**src/rtl/clock_pkg.sv**
```systemverilog
// Shared constants for the digital-clock display path: digit slot
// numbering and the active-high 7-segment font (gfedcba).
package clock_pkg;

    localparam int NUM_DIGITS = 6;

    localparam int DIG_SL = 0;
    localparam int DIG_SH = 1;
    localparam int DIG_ML = 2;
    localparam int DIG_MH = 3;
    localparam int DIG_HL = 4;
    localparam int DIG_HH = 5;

    typedef logic [3:0] bcd_t;
    typedef logic [6:0] seg7_t;

    // Codes 10..15 are not BCD and render as a dark digit.
    localparam seg7_t SEG_TABLE [16] = '{
        7'h3F, 7'h06, 7'h5B, 7'h4F, 7'h66, 7'h6D, 7'h7D, 7'h07,
        7'h7F, 7'h6F, 7'h00, 7'h00, 7'h00, 7'h00, 7'h00, 7'h00
    };

endpackage

```
**src/rtl/bcd_to_seg7.sv**
```systemverilog
// BCD to active-high 7-segment decoder, shared with the alarm/display blocks.
module bcd_to_seg7
    import clock_pkg::*;
(
    input  logic [3:0] bcd,
    output logic [6:0] seg
);

    // Pure table lookup; invalid codes map to all-off in the table.
    assign seg = SEG_TABLE[bcd];

endmodule

```
**src/rtl/seg_scan6.sv**
```systemverilog
// Six-digit multiplexed 7-segment driver: per-frame tear-free snapshot of
// the time digits, per-digit blink, hour leading-zero blanking and a
// blinking colon on the decimal points of slots 1 and 3.
module seg_scan6
    import clock_pkg::*;
#(
    parameter int SCAN_DIV       = 50000,
    parameter int BLINK_FRAMES   = 64,
    parameter int SEG_ACTIVE_LOW = 1,
    parameter int DIG_ACTIVE_LOW = 1
) (
    input  logic       clk,
    input  logic       rst,
    input  logic [3:0] hh,
    input  logic [3:0] hl,
    input  logic [3:0] mh,
    input  logic [3:0] ml,
    input  logic [3:0] sh,
    input  logic [3:0] sl,
    input  logic [5:0] blink_mask,
    input  logic       blank_lz,
    output logic [6:0] seg,
    output logic       dp,
    output logic [5:0] an,
    output logic       frame_tick
);

    localparam int   CW      = $clog2(SCAN_DIV);
    localparam int   FW      = (BLINK_FRAMES > 1) ? $clog2(BLINK_FRAMES) : 1;
    localparam logic SEG_INV = (SEG_ACTIVE_LOW != 0);
    localparam logic DIG_INV = (DIG_ACTIVE_LOW != 0);

    logic [CW-1:0] cnt;
    logic [2:0]    idx;
    logic [FW-1:0] fcnt;
    logic          phase;
    bcd_t          snap [NUM_DIGITS];

    logic          scan_end;
    logic          frame_end;
    bcd_t          digit;
    logic          blink_sel;
    logic          blank;
    logic [6:0]    seg_raw;
    logic [6:0]    seg_nxt;
    logic          dp_nxt;
    logic [5:0]    an_nxt;

    assign scan_end  = (cnt == CW'(SCAN_DIV - 1));
    assign frame_end = scan_end && (idx == 3'(DIG_HH));

    // Slot prescaler and digit index.
    always_ff @(posedge clk or negedge rst) begin
        if (!rst) begin
            cnt <= '0;
            idx <= '0;
        end else if (scan_end) begin
            cnt <= '0;
            idx <= (idx == 3'(DIG_HH)) ? 3'd0 : idx + 3'd1;
        end else begin
            cnt <= cnt + CW'(1);
        end
    end

    // Blink frame counter and phase; phase 1 is the dark half-period.
    always_ff @(posedge clk or negedge rst) begin
        if (!rst) begin
            fcnt  <= '0;
            phase <= 1'b0;
        end else if (frame_end) begin
            if (fcnt == FW'(BLINK_FRAMES - 1)) begin
                fcnt  <= '0;
                phase <= ~phase;
            end else begin
                fcnt <= fcnt + FW'(1);
            end
        end
    end

    // Snapshot the time digits once per frame so a frame never mixes two times.
    always_ff @(posedge clk or negedge rst) begin
        if (!rst) begin
            for (int i = 0; i < NUM_DIGITS; i++) snap[i] <= '0;
        end else if (frame_end) begin
            snap[DIG_SL] <= sl;
            snap[DIG_SH] <= sh;
            snap[DIG_ML] <= ml;
            snap[DIG_MH] <= mh;
            snap[DIG_HL] <= hl;
            snap[DIG_HH] <= hh;
        end
    end

    // Select the current slot's digit and blink bit; build the one-hot enable.
    // Enables stay off for the first clock of each slot to avoid ghosting.
    always_comb begin
        digit     = '0;
        blink_sel = 1'b0;
        an_nxt    = '0;
        for (int i = 0; i < NUM_DIGITS; i++) begin
            if (idx == 3'(i)) begin
                digit     = snap[i];
                blink_sel = blink_mask[i];
                an_nxt[i] = (cnt != '0);
            end
        end
    end

    bcd_to_seg7 u_dec (
        .bcd (digit),
        .seg (seg_raw)
    );

    // Blanking and colon decisions, active-high before polarity.
    always_comb begin
        blank   = (blink_sel && phase) ||
                  ((idx == 3'(DIG_HH)) && blank_lz && (digit == 4'd0));
        seg_nxt = blank ? 7'h00 : seg_raw;
        dp_nxt  = ((idx == 3'(DIG_SH)) || (idx == 3'(DIG_MH))) && !phase;
    end

    // Registered, polarity-adjusted outputs; reset drives everything dark.
    always_ff @(posedge clk or negedge rst) begin
        if (!rst) begin
            seg        <= {7{SEG_INV}};
            dp         <= SEG_INV;
            an         <= {6{DIG_INV}};
            frame_tick <= 1'b0;
        end else begin
            seg        <= seg_nxt ^ {7{SEG_INV}};
            dp         <= dp_nxt ^ SEG_INV;
            an         <= an_nxt ^ {6{DIG_INV}};
            frame_tick <= frame_end;
        end
    end

endmodule

```
**config.mk**
```make
export PLATFORM = sky130hd
export DESIGN_NAME = seg_scan6
export DESIGN_NICKNAME = d
export VERILOG_FILES = /design/src/rtl/clock_pkg.sv /design/src/rtl/bcd_to_seg7.sv /design/src/rtl/seg_scan6.sv
export SDC_FILE = /design/constraint.sdc
export NUM_CORES = 1
export LEC_CHECK = 0
export BUFFER_PORTS_ARGS = -buffer_cell sky130_fd_sc_hd__buf_2
export CAP_MARGIN = 30
export CORE_UTILIZATION = 40
export DETAILED_ROUTE_END_ITERATION = 10
export SETUP_SLACK_MARGIN = 0.5
export SLEW_MARGIN = 20
export SYNTH_ARGS = -nofsm -noshare
export SYNTH_HDL_FRONTEND = slang
export SYNTH_SLANG_ARGS = --single-unit
```
**constraint.sdc**
```tcl
create_clock -name clk -period 5.5 [get_ports clk]
set_input_delay 0.55 -clock clk [delete_from_list [all_inputs] [get_ports clk]]
set_output_delay 0.55 -clock clk [all_outputs]
set_load 0.05 [all_outputs]
```
==> run summary, run 1 <==
The count of boundary I/O pins came out at 48. The buffers plus inverters on the worst setup path is 1. The tree is rooted in a clkbuf_8. The mean number of vias per cell is slightly above 5. In this run the number of cells on the critical path is 9. TritonCTS built the clock tree. The number of DRC markers after the initial detailed-route iteration is 97.

The number of hold buffers added after cts is 0. The post-route netlist has 36.75% of its cells at a drive strength greater than 1. The number of antenna violations at the first check in global routing came out at 0. The die height is between 90 and 100 um. The count of max-cap constraint violations is 0.

The synthesized instance count is 278. The total of fill cells in the finished design came out at 714. Setup repair after global routing left no endpoint under its margin. The number of global-route vias before repair came out at 2169. Entering global routing, the biggest net connects 66 pins. The worst path required time is 5.73 ns. For this configuration, the core starts out at a cell density of 41.56%. The count of distinct cell types in the synthesized netlist came out at 57. For this run, the detailed router's first-pass iteration total came to 4.

The setup total negative slack came out at 0 ns. The synthesized area divided by synthesized cell count came out at about 12 um2. The shortest period the worst path allows came out at 3.390 ns.

The most common library cell in the layout ignoring fill and taps is dfrtp_1. Dividing the final minimum period by the clock period gives 61.64%. The later-pin clock latency in the skew report is 0.35 ns. Among all stages on the critical path, the largest delay is contributed by dfrtp_1. Final hold analysis gives a worst-case slack of roughly 0.37 ns.

The most used flip-flop cell after synthesis is dfrtp_1. The estimated wirelength of the detail-placed design came out at around 4.4 mm. The area of the mapped netlist came out at approximately 3200 um2. The final setup violation count is 0. For the pin with the worst max-slew slack, the measured transition is 0.7849 ns. The number of buffers inserted by post-CTS setup repair came out at 0. The worst setup path is of the flop to flop kind. The weighted congestion at the end of routability-driven global placement came out at 0.9150. The maximum number of buffers from clock root to sink came out at 2. The portion of netlist area occupied by mux cells is 13.01%. The element type at the critical path end is a flop. The ratio of total power to cell area came out at 263.0 nW/um2. The most numerous cell type found on the critical path is ha_1.

The final number of max-transition violations is 0. The die area is 8391 um2. The peak supply drop came out at 0.0001528 V. The top cell types in the final layout, fill and taps aside, are 51 x dfrtp_1, 47 x buf_2, 30 x mux2_2. The critical path's top delay family is compound AO/OA/AOI/OAI gates.

The post-route clock skew is 0.01055 ns. Of the total synthesized cell area, the portion taken by full adders, half adders and majority gates is under 10%. The number of rows in the core area came out at 32. The flow ran to the end, and the final reports show no timing, DRC or antenna violations. The length in cells of the worst reg-to-reg path came out at 9. The area added between synthesis and finish is 17.61%. The warning count from the yosys run came out at 0. The worst setup path is launched from a flop.

The headroom to the max-slew limit came out at 47.67%. The routing layer with the top usage in global route is met1. The xor/xnor cell area share of the yosys netlist is about 5.1%. The met3 usage in global routing is 3.853%.

The critical path's largest stage delay is 0.74 ns. The floorplan step set the die width to 91.61 um. The final layout net count came out at 369. The number of storage elements in the synthesis netlist came out at 65.

By area, the combinational part of the netlist is dominated by simple AND/OR/NAND/NOR gates. Input and output buffers added on the ports amount to 47. The area fraction in compound gates after synthesis came out at 8.414%. The detail-routed net length per standard cell came out at 14.51 um. The total via count in the routed design is 2212. The count of inserted antenna diode cells is 0. In this run the standard cell core region covers about 7700 um2. The total clock sinks came out at 65. The async set-or-reset flop fraction in the synthesized netlist came out at 100.0%. The maximum clock rate is 295.0 MHz.

The min-delay analysis places its worst path in the category input port to async pin. The critical path goes through and2_1 > ha_1 > a221oi_1 > o31ai_1 > inv_1 > ha_1 > and3_1 > a22oi_1 > o311ai_0. Global routing consumed, on the met2 layer, around a quarter of the routing resources. The highest fanout seen on the critical path is 19. The count of nets left with antenna violations once routing finished came out at 0.

The number of CTS-inserted buffers is 9. The number of synthesized flops with an enable pin is 0. The count of H-tree levels built during CTS came out at 3.

The synthesized net count is 320. Global routing consumed, on the met1 layer, 24.73% of the routing resources. Of the total synthesized cell area, the portion taken by AND, OR, NAND and NOR gates is 15.66%. The sequential area share after synthesis came out at 51.19%.

The final number of hold-violating endpoints came out at 0. The total of cells resized after clock tree synthesis came out at 0. The total overflow reported by the global router came out at 0. The static power due to leakage is ~1.8 nW. The DRC violations left came out at 0. The global routing usage summed across all routing layers is between 10% and 20%. The wire length of the first global-routing pass came out at 10.94 mm. Data on the critical path arrives at its endpoint at 3.62 ns. The clock input transition at the sequential cells of the worst setup and hold paths is 0.08 ns. Wires add up to 6.297 mm.
-- registers in the layout, indices dropped and copies added (netlist names) --
name,flops
frame_tick,1
snap,24
fcnt,6
idx,3
dp,1
cnt,16
an,6
seg,7
phase,1
-- where the power goes --
| group | internal (mW) | switching [mW] |
|---|---|---|
| Sequential | 0.478 | 0 |
| Combinational | 0.00898 | 0.0124 |
| Clock | 0.301 | 0.193 |
| Total | 0.788 | 0.205 |
-- per-layer routing --
metal | wire length [um] | vias up
li1 | - | 1082
met1 | 3191 | 1076
met2 | 2738 | 46
met4 | 97 | 0
met3 | 270 | 8
met5 | 0 | -
-- cell families after synthesis --
family / count (synthesis)
buffers and inverters: 20
adders and majority gates: 9
and+or+nand+nor: 94
xor gates and xnor gates: 18
DFF: 65
AOI/OAI and AO/OA: 34
muxes: 38
-- per-stage QoR --
| stage | cells | cell area, um2 | setup slack (ns) | util [%] | power, mW |
|---|---|---|---|---|---|
| 3_3_place_gp | 417 | 3527 | 2.313 | 45.64 | 0.5097 |
| 4_1_cts | 433 | 3770 | 2.090 | 48.79 | 1.007 |
| 3_5_place_dp | 417 | 3527 | 2.094 | 45.64 | 0.5095 |
| 5_1_grt | 434 | 3777 | 1.657 | 48.88 | 1.029 |
| 6_report | 434 | 3777 | 2.110 | 48.88 | 0.9934 |
| 2_1_floorplan | 278 | 3212 | 2.375 | - | 0.4882 |
-- Yosys cell counts, types with 3 or more instances --
cell type	count	share of area (%)
xor2_1	9	2.5
nor2b_1	5	0.97
a21oi_1	3	0.47
o31ai_1	3	0.70
mux2i_1	8	2.5
nand3_1	15	2.3
xnor2_1	8	2.2
inv_1	8	0.93
clkbuf_1	6	0.70
ha_1	9	3.5
dfrtp_1	51	40
nand2_1	21	2.5
o211ai_1	4	0.93
o21ai_0	6	0.93
or2_2	3	0.58
nor3b_1	3	0.70
nor2_1	21	2.5
mux2_2	30	11
nor3_1	4	0.62
dfstp_2	14	11
-- final timing paths --
check                      startpoint    endpoint  slack (ns)
max                            idx[0]      seg[5]        2.11
min                               rst    snap[16]        0.37
max reg2reg                    idx[0]      seg[5]        2.11
min reg2reg                   cnt[10]     cnt[10]        0.49
max in group asynchronous         rst  frame_tick        4.62
min in group clk                hh[3]     snap[3]        0.43
-- layout make-up --
type	count	area (um2)	area share (%)
sequential	65	1644	43.52
clock buffer	9	123.9	3.279
multi-input combinational	193	1475	39.05
inverter	8	30.03	0.7950
tap	102	127.6	3.379
clock inverter	7	118.9	3.147
timing repair buffer	50	257.7	6.823
-- worst reg2reg max path: stages, from the launching register on --
cell and delay, ns:
dfrtp_1 0.74, and2_1 0.22, ha_1 0.42, a221oi_1 0.11, o31ai_1 0.54, inv_1 0.20
ha_1 0.22, and3_1 0.16, a22oi_1 0.43, o311ai_0 0.24
No activity file was read; power rests on OpenSTA's default activity.
==> run 2: changes to the inputs <==
clock period = 2.8 ns   (was 5.5 ns; I/O delays follow)
==> run 2 against run 1 <==
Compared with the run above: via count increased by 5.7%; clock skew decreased by 0.00098 ns; flip-flop and latch count unchanged; sequential power increased by 96%; register-to-register slack got worse by 1.6 ns; fmax increased by 46%; count of clock-buffer cells in the layout unchanged; routed wire length increased by 11%; critical path type unchanged.
==> run summary, run 2 (same netlist as run 1, synthesis figures left out) <==
The number of CTS-inserted buffers came to 9 (unchanged). Setup repair after global routing could not meet its margin everywhere. The count of buffers inserted at the top-level ports came out at 47 (unchanged). The path with the worst hold slack has its endpoint at snap[5]. The die area came to 8391 um2 (unchanged). The worst hold path startpoint is hl[1]. The highest fanout seen on the critical path is 10 (-9).

The post-route clock skew came out at 0.009567 ns (-0.0009809 ns). The shortest period the worst path allows is 2.321 ns (-1.069 ns). The DRC violations left came out at 0 (unchanged). The die height came out at 91.61 um (unchanged). The peak supply drop is 0.0002442 V (+60%). The area of the multi-input gates came to 1623 um2 (+10%).

The remaining number of nets flagged by the antenna check after routing is 0 (unchanged). The length in cells of the worst reg-to-reg path came out at 6 (-3). The number of antenna violations at the first check in global routing came out at 0 (unchanged). The detail-routed net length per standard cell was 15.12 um (+4.2%). The final number of max-transition violations was 0 (unchanged). The slew at the pin closest to its max-slew limit came to 0.6901 ns (-0.09480 ns). The later-pin clock latency in the skew report is 0.34 ns (about the same). The final setup violation count is 0 (unchanged).

The number of optimization iterations in the first detailed-route pass was 4 (unchanged). The non-filler instance count after layout came to 462 (+6.5%). The static power due to leakage came out at 1.934 nW (+9.6%).

The mean number of vias per cell came out at 5.058 (-0.75%). The worst setup path is captured at a flop. The maximum number of pins on one net before global-route repair is 36 (-45%).

The worst setup path is launched from a flop. The cell total after placement came out at 422 (+1.2%). The total via count in the routed design was 2337 (+5.7%).

The clock input transition at the sequential cells of the worst setup and hold paths is 0.08 ns (about the same). The maximum clock rate is 430.8 MHz (+46%). The area added between synthesis and finish is 29.49%. The met3 usage in global routing was 3.350% (-0.50 points).

The maximum number of buffers from clock root to sink is 2 (unchanged). The routing usage on met2 came to 24.62% (+1.1 points). The number of DRC markers after the initial detailed-route iteration is 88 (-9.3%). The total of fill cells in the finished design came out at 699 (-2.1%).

The count of H-tree levels built during CTS came out at 3 (unchanged). The count of boundary I/O pins is 48 (unchanged). The starting utilization of the core area is 41.56% (unchanged).

The register with the most flip-flops is snap. The total wire length after detailed routing came out at 6.984 mm (+11%). The headroom to the max-slew limit is 53.99% (+6.3 points). The critical path class is flop to flop. The wire length of the first global-routing pass is 11.23 mm (+2.7%). Leaving out fill and tap cells, the most frequent cell in the layout is dfrtp_1.

The total area of sequential cells is 1647 um2 (+0.15%). The flow ran to the end, and the final reports show no timing, DRC or antenna violations. The largest registers in the layout are snap x24, cnt x16, seg x7. The met1 layer usage reported by global route came out at 25.21% (+0.48 points).

The post-route fraction of the period consumed by the critical path is 82.89% (+21 points). The worst hold path belongs to the class input port to flop. The total overflow reported by the global router is 0 (unchanged). The global routing stage identified its most utilized layer as met1.

The final number of hold-violating endpoints came to 0 (unchanged). The number of flip-flops in the largest register is 24 (unchanged). The number of global-route vias before repair is 2229 (+2.8%). The cell sitting at the root of the clock tree is a clkbuf_8. In this run the critical register-to-register path is launched from cnt[10]. The count of inserted antenna diode cells is 0 (unchanged). The number of rows in the core area is 32 (unchanged). The core outline area came out at 7727 um2 (unchanged). The setup total negative slack came out at 0 ns (unchanged).

The estimated wirelength of the detail-placed design came to 4.550 mm (+3.9%). The data arrival at the endpoint of the critical path was 2.55 ns (-1.07 ns). The hold path depth is 2. The worst setup slack for register-to-register paths is 0.48 ns (-1.63 ns). The final layout net count is 397 (+7.6%). The worst path required time came out at 3.03 ns (-2.70 ns). The weighted congestion at the end of routability-driven global placement is 0.7917 (-13%). The endpoint identified for the worst register-to-register timing path is snap[9].

The ratio of cells with drive above 1 in the final layout is 46.94% (+10 points). The total clock sinks is 65 (unchanged). The global routing usage summed across all routing layers came out at 17.30% (+0.31 points). The floorplan die width came out at 91.61 um (unchanged). TritonCTS built the clock tree. In the layout the commonest cells are 49 x dfrtp_1, 48 x buf_2, 21 x nand2_1, 21 x buf_4, 20 x nor2_1. The count of max-cap constraint violations came out at 0 (unchanged).

The ratio of total power to cell area came out at 425.4 nW/um2 (+62%).
## run 2: cell types whose count changed in the layout (fill, tap and decap cells not counted), sizes merged
cell and change:
buf +26, bufinv -2, clkbuf +1, clkinv +1
clkinvlp +1, dlygate4sd3 +1
## run 2: worst max-delay path: stages, from the launching register on
cell and delay (ns):
dfrtp_1 0.39, or4_4 0.53, or4_4 0.46, nor3_4 0.20, buf_4 0.17, buf_12 0.12
mux2_2 0.34
## run 2: report_power, final
part | internal, mW | total, mW | switching (mW) | leakage (nW)
sequential | 0.939 | 0.939 | 0 | 0.841
clock | 0.409 | 0.783 | 0.375 | 0.0912
combinational | 0.0207 | 0.0463 | 0.0256 | 1.00
total | 1.37 | 1.77 | 0.400 | 1.93
## run 2: cell type report
class	instances	area share [%]
inverters	8	0.7220
clock buffers	9	2.978
multi-input cells	193	39.02
clock inverters	7	1.715
repair buffers	78	12.91
flip-flops and latches	65	39.59
well taps	102	3.069
## run 2: layer usage
metal	part of all wire, %	routed length, um
met1	50	3499
met2	44	3092
met3	3.8	265
met4	1.8	127
met5	0	0
## run 2: what timing repair did
item / in CTS / in global routing
endpoints found under the hold margin: 11 / 0
hold buffers: 1 / 0
resized for setup: 10 / 29
setup buffers: 8 / 12
cloned: 0 / 3
pin swaps: 6 / 9
endpoints found under the setup margin: 30 / 35
## run 2: worst max-delay path by stage
stage          cells past startpoint       to  startpoint
5_1_grt                            6  snap[3]     cnt[10]
6_report                           6  snap[9]     cnt[10]
3_5_place_dp                      10   seg[3]      idx[2]
2_1_floorplan                     12   seg[5]      idx[1]
3_3_place_gp                       9   seg[5]      idx[2]
4_1_cts                            5  fcnt[5]     cnt[10]
## run 2: stage by stage
step                      hold WS [ns]  instance area [um2]  setup slack (ns)  utilization [%]  power (mW)
after CTS                       0.1504                 3923            0.4945            50.76       1.793
final                           0.1625                 4159            0.4790            53.82       1.769
after floorplan               -0.01559                 3302            0.3242                -      0.9590
after global routing            0.1558                 4159            0.4130            53.82       1.844
after detailed placement        0.3710                 3616            0.2222            46.79       1.003
after global placement          0.3655                 3616            0.2575            46.79       1.003
==> run 3: changes to the inputs <==
ABC_AREA = 1   (was unset)
clock period = 2.4 ns   (was 2.8 ns; I/O delays follow)
==> run 3 against run 2 <==
Compared with the run above: combinational power up 21%; non-clock buffer count decreased by 10; via count up 18%; cell area grew 1.2%.
==> run summary, run 3 <==
More flip-flops sit in one register than any other, and that register is snap. The number of CTS-inserted buffers came out at 9 (unchanged). The most used flip-flop cell after synthesis is dfrtp_1.

The final number of hold-violating endpoints is 0 (unchanged). The slowest stage of the critical path belongs to the cell dfrtp_2. The total wire length after detailed routing is 7.509 mm (+7.5%). The peak supply drop came to 0.0003331 V (+36%). The buffers plus inverters on the worst setup path came to 5 (+3). The maximum clock rate is 521.2 MHz (+21%). The number of optimization iterations in the first detailed-route pass came out at 4 (unchanged). The count of boundary I/O pins came out at 48 (unchanged). The synthesized net count was 439 (+37%). Setup repair after global routing could not meet its margin everywhere. The static power due to leakage came out at 1.929 nW (-0.26%). The core outline area was 8175 um2 (+5.8%). The synthesized instance count is 397 (+43%).

The area added between synthesis and finish came out at 25.67%. The flow ran to the end, and the final reports show no timing, DRC or antenna violations. The die area is 8740 um2 (+4.2%).

The critical path's largest stage delay is 0.49 ns (-0.04 ns). The wire length of the first global-routing pass is 12.54 mm (+12%). The final layout net count is 510 (+28%). The worst setup path is launched from a flop. The ratio of total power to cell area was 525.2 nW/um2 (+23%). The weighted congestion at the end of routability-driven global placement came out at 0.8672 (+9.5%). The floorplan die width is 93.49 um (+2.1%). The global routing usage summed across all routing layers came out at 18.79% (+1.5 points).

The warning count from the yosys run is 0 (unchanged). The area of the mapped netlist was 3348 um2 (+4.2%). The count of inserted antenna diode cells was 0 (unchanged). The final number of max-transition violations is 0 (unchanged). By instance count, the leading cell after synthesis is nand2_1. Traced cell by cell, the critical path runs through nand2_1 > inv_2 > ha_4 > inv_4 > nand2_2 > nand2_2 > nand2_4 > nand2_4 > inv_4 > ha_4 > nand4_1 > inv_1 > nand2_1 > nand2_2 > inv_4 > nand3_2. TritonCTS built the clock tree. The total overflow reported by the global router is 0 (unchanged). Yosys attributes the largest share of cell area to dfrtp_1 38%, nand2_1 13%, dfstp_2 11%, nand3_1 5.7%, inv_1 4.4%.

The sequential area share after synthesis is 49.10% (-2.1 points). The total clock sinks is 65 (unchanged). The worst setup path is captured at a flop. The worst hold slack came out at 0.09142 ns (-0.07109 ns).

On the critical path the largest part of the delay comes from simple AND/OR/NAND/NOR gates. Of all cell types, the one taking the most synthesized area is dfrtp_1. The count of distinct cell types in the synthesized netlist was 39 (-32%). The mean number of vias per cell was 4.787 (-5.4%). The count of buffers inserted at the top-level ports came out at 47 (unchanged).

The worst setup path is of the flop to flop kind. The estimated wirelength of the detail-placed design came out at 5.270 mm (+16%). The number of antenna violations at the first check in global routing came to 0 (unchanged). The maximum number of buffers from clock root to sink came out at 2 (unchanged). The number of flip-flops in the largest register came to 24 (unchanged).

The synthesized area divided by synthesized cell count came to 8.434 um2 (-27%). The total of fill cells in the finished design is 799 (+14%). The highest fanout seen on the critical path is 7 (-3). The later-pin clock latency in the skew report came out at 0.35 ns (about the same). The number of global-route vias before repair is 2731 (+23%).

The number of DRC markers after the initial detailed-route iteration is 148 (+68%). The top cell types in the final layout, fill and taps aside, are 110 x nand2_1, 48 x dfrtp_1, 47 x buf_2. The commonest cells after synthesis are 118 x nand2_1, 51 x dfrtp_1, 39 x inv_1. The maximum number of pins on one net before global-route repair came out at 33 (-8.3%). The post-route fraction of the period consumed by the critical path was 79.94% (-3.0 points). The count of max-cap constraint violations is 0 (unchanged). The remaining number of nets flagged by the antenna check after routing is 0 (unchanged). The starting utilization of the core area is 40.96% (-0.61 points). The worst path required time came to 2.66 ns (-0.37 ns).

The clock root buffer master is clkbuf_8. The total via count in the routed design was 2767 (+18%). The setup total negative slack is 0 ns (unchanged).

The count of H-tree levels built during CTS is 3 (unchanged). The number of rows in the core area came to 33 (+3.1%). The DRC violations left is 0 (unchanged). The number of storage elements in the synthesis netlist is 65 (unchanged). The min-delay analysis places its worst path in the category input port to flop. The largest registers in the layout are snap x24, cnt x16, seg x7. The final setup violation count is 0 (unchanged). The data arrival at the endpoint of the critical path came to 2.18 ns (-0.37 ns). Leaving out fill and tap cells, the most frequent cell in the layout is nand2_1. The async set-or-reset flop fraction in the synthesized netlist is 100.0% (unchanged). The clock input transition at the sequential cells of the worst setup and hold paths came out at 0.08 ns (about the same).

The ratio of cells with drive above 1 in the final layout was 33.62% (-13 points). The top-area cell type share of the netlist area came to 38.12% (-1.6 points). The number of synthesized flops with an enable pin came out at 0 (unchanged).

The post-route clock skew is 0.01422 ns (+0.004654 ns). The headroom to the max-slew limit came out at 63.49% (+9.5 points). The slew at the pin closest to its max-slew limit came out at 0.5476 ns (-0.1426 ns). The shortest period the worst path allows was 1.919 ns (-0.4025 ns). The end-of-flow core utilization is 51.47% (-2.4 points).

The detail-routed net length per standard cell is 12.99 um (-14%). The die height is 93.49 um (+2.1%).
## run 3: what timing repair did
| action | in CTS | in global routing |
|---|---|---|
| gates resized for setup | 15 | 28 |
| hold buffers | 1 | 0 |
| setup buffers | 8 | 7 |
| hold endpoints to repair | 19 | 0 |
| cloned | 0 | 0 |
| pin swaps | 5 | 13 |
| endpoints found under the setup margin | 8 | 12 |
## run 3: area by class of cell
cell class / instances / area [um2] / area share (%)
clock buffer: 11 / 151.4 / 3.598
sequential: 65 / 1648 / 39.16
multi-input combinational: 278 / 1593 / 37.85
tap: 105 / 131.4 / 3.122
clock inverter: 5 / 77.57 / 1.844
timing repair buffer: 68 / 411.6 / 9.783
inverter: 46 / 195.2 / 4.639
## run 3: metrics by stage
step / instances / total power [mW] / cell area [um2] / worst slack, ns
2_1_floorplan: 397 / 1.119 / 3358 / 0.5021
3_3_place_gp: 546 / 1.172 / 3711 / 0.2962
3_5_place_dp: 546 / 1.174 / 3711 / 0.2290
4_1_cts: 571 / 2.237 / 4060 / 0.4981
5_1_grt: 578 / 2.294 / 4208 / 0.3556
6_report: 578 / 2.210 / 4208 / 0.4815
## run 3: final timing paths
check / startpoint / to / slack [ns] / cells past startpoint
setup reg to reg: idx[1] / seg[5] / 0.48 / 16
min in group asynchronous: rst / cnt[3] / 0.41 / 2
hold reg to reg: fcnt[4] / fcnt[4] / 0.47 / 1
max in group asynchronous: rst / seg[5] / 1.34 / 3
setup / recovery: idx[1] / seg[5] / 0.48 / 16
hold / removal: sl[2] / snap[22] / 0.09 / 3
## run 3: cell families after synthesis
logic type	count (synthesis)	synth area share (%)
and+or+nand+nor	232	33.45
DFF	65	49.10
buffers and inverters	54	7.100
AOI/OAI and AO/OA	30	5.157
adders and majority gates	9	3.363
xor gates and xnor gates	7	1.831
## run 3: metal layers
| layer | share of wire [%] | track usage, % | vias up |
|---|---|---|---|
| met5 | 0 | 0 | - |
| met4 | 2.7 | 10.26 | 0 |
| met3 | 3.2 | 3.496 | 17 |
| met2 | 46 | 30.09 | 46 |
| met1 | 48 | 23.96 | 1296 |
| li1 | - | - | 1408 |
## run 3: report_power, final
group          internal [mW]  switching [mW]  total, mW
sequential              1.10               0       1.10
combinational         0.0245          0.0315     0.0560
clock                  0.638           0.420       1.06
total                   1.76           0.452       2.21
## run 3: tightest hold or removal path, delay by kind of cell
kind | cells | cell delay, ns
buffers and inverters | 1 | 0.07
AND/OR/NAND/NOR | 2 | 0.09
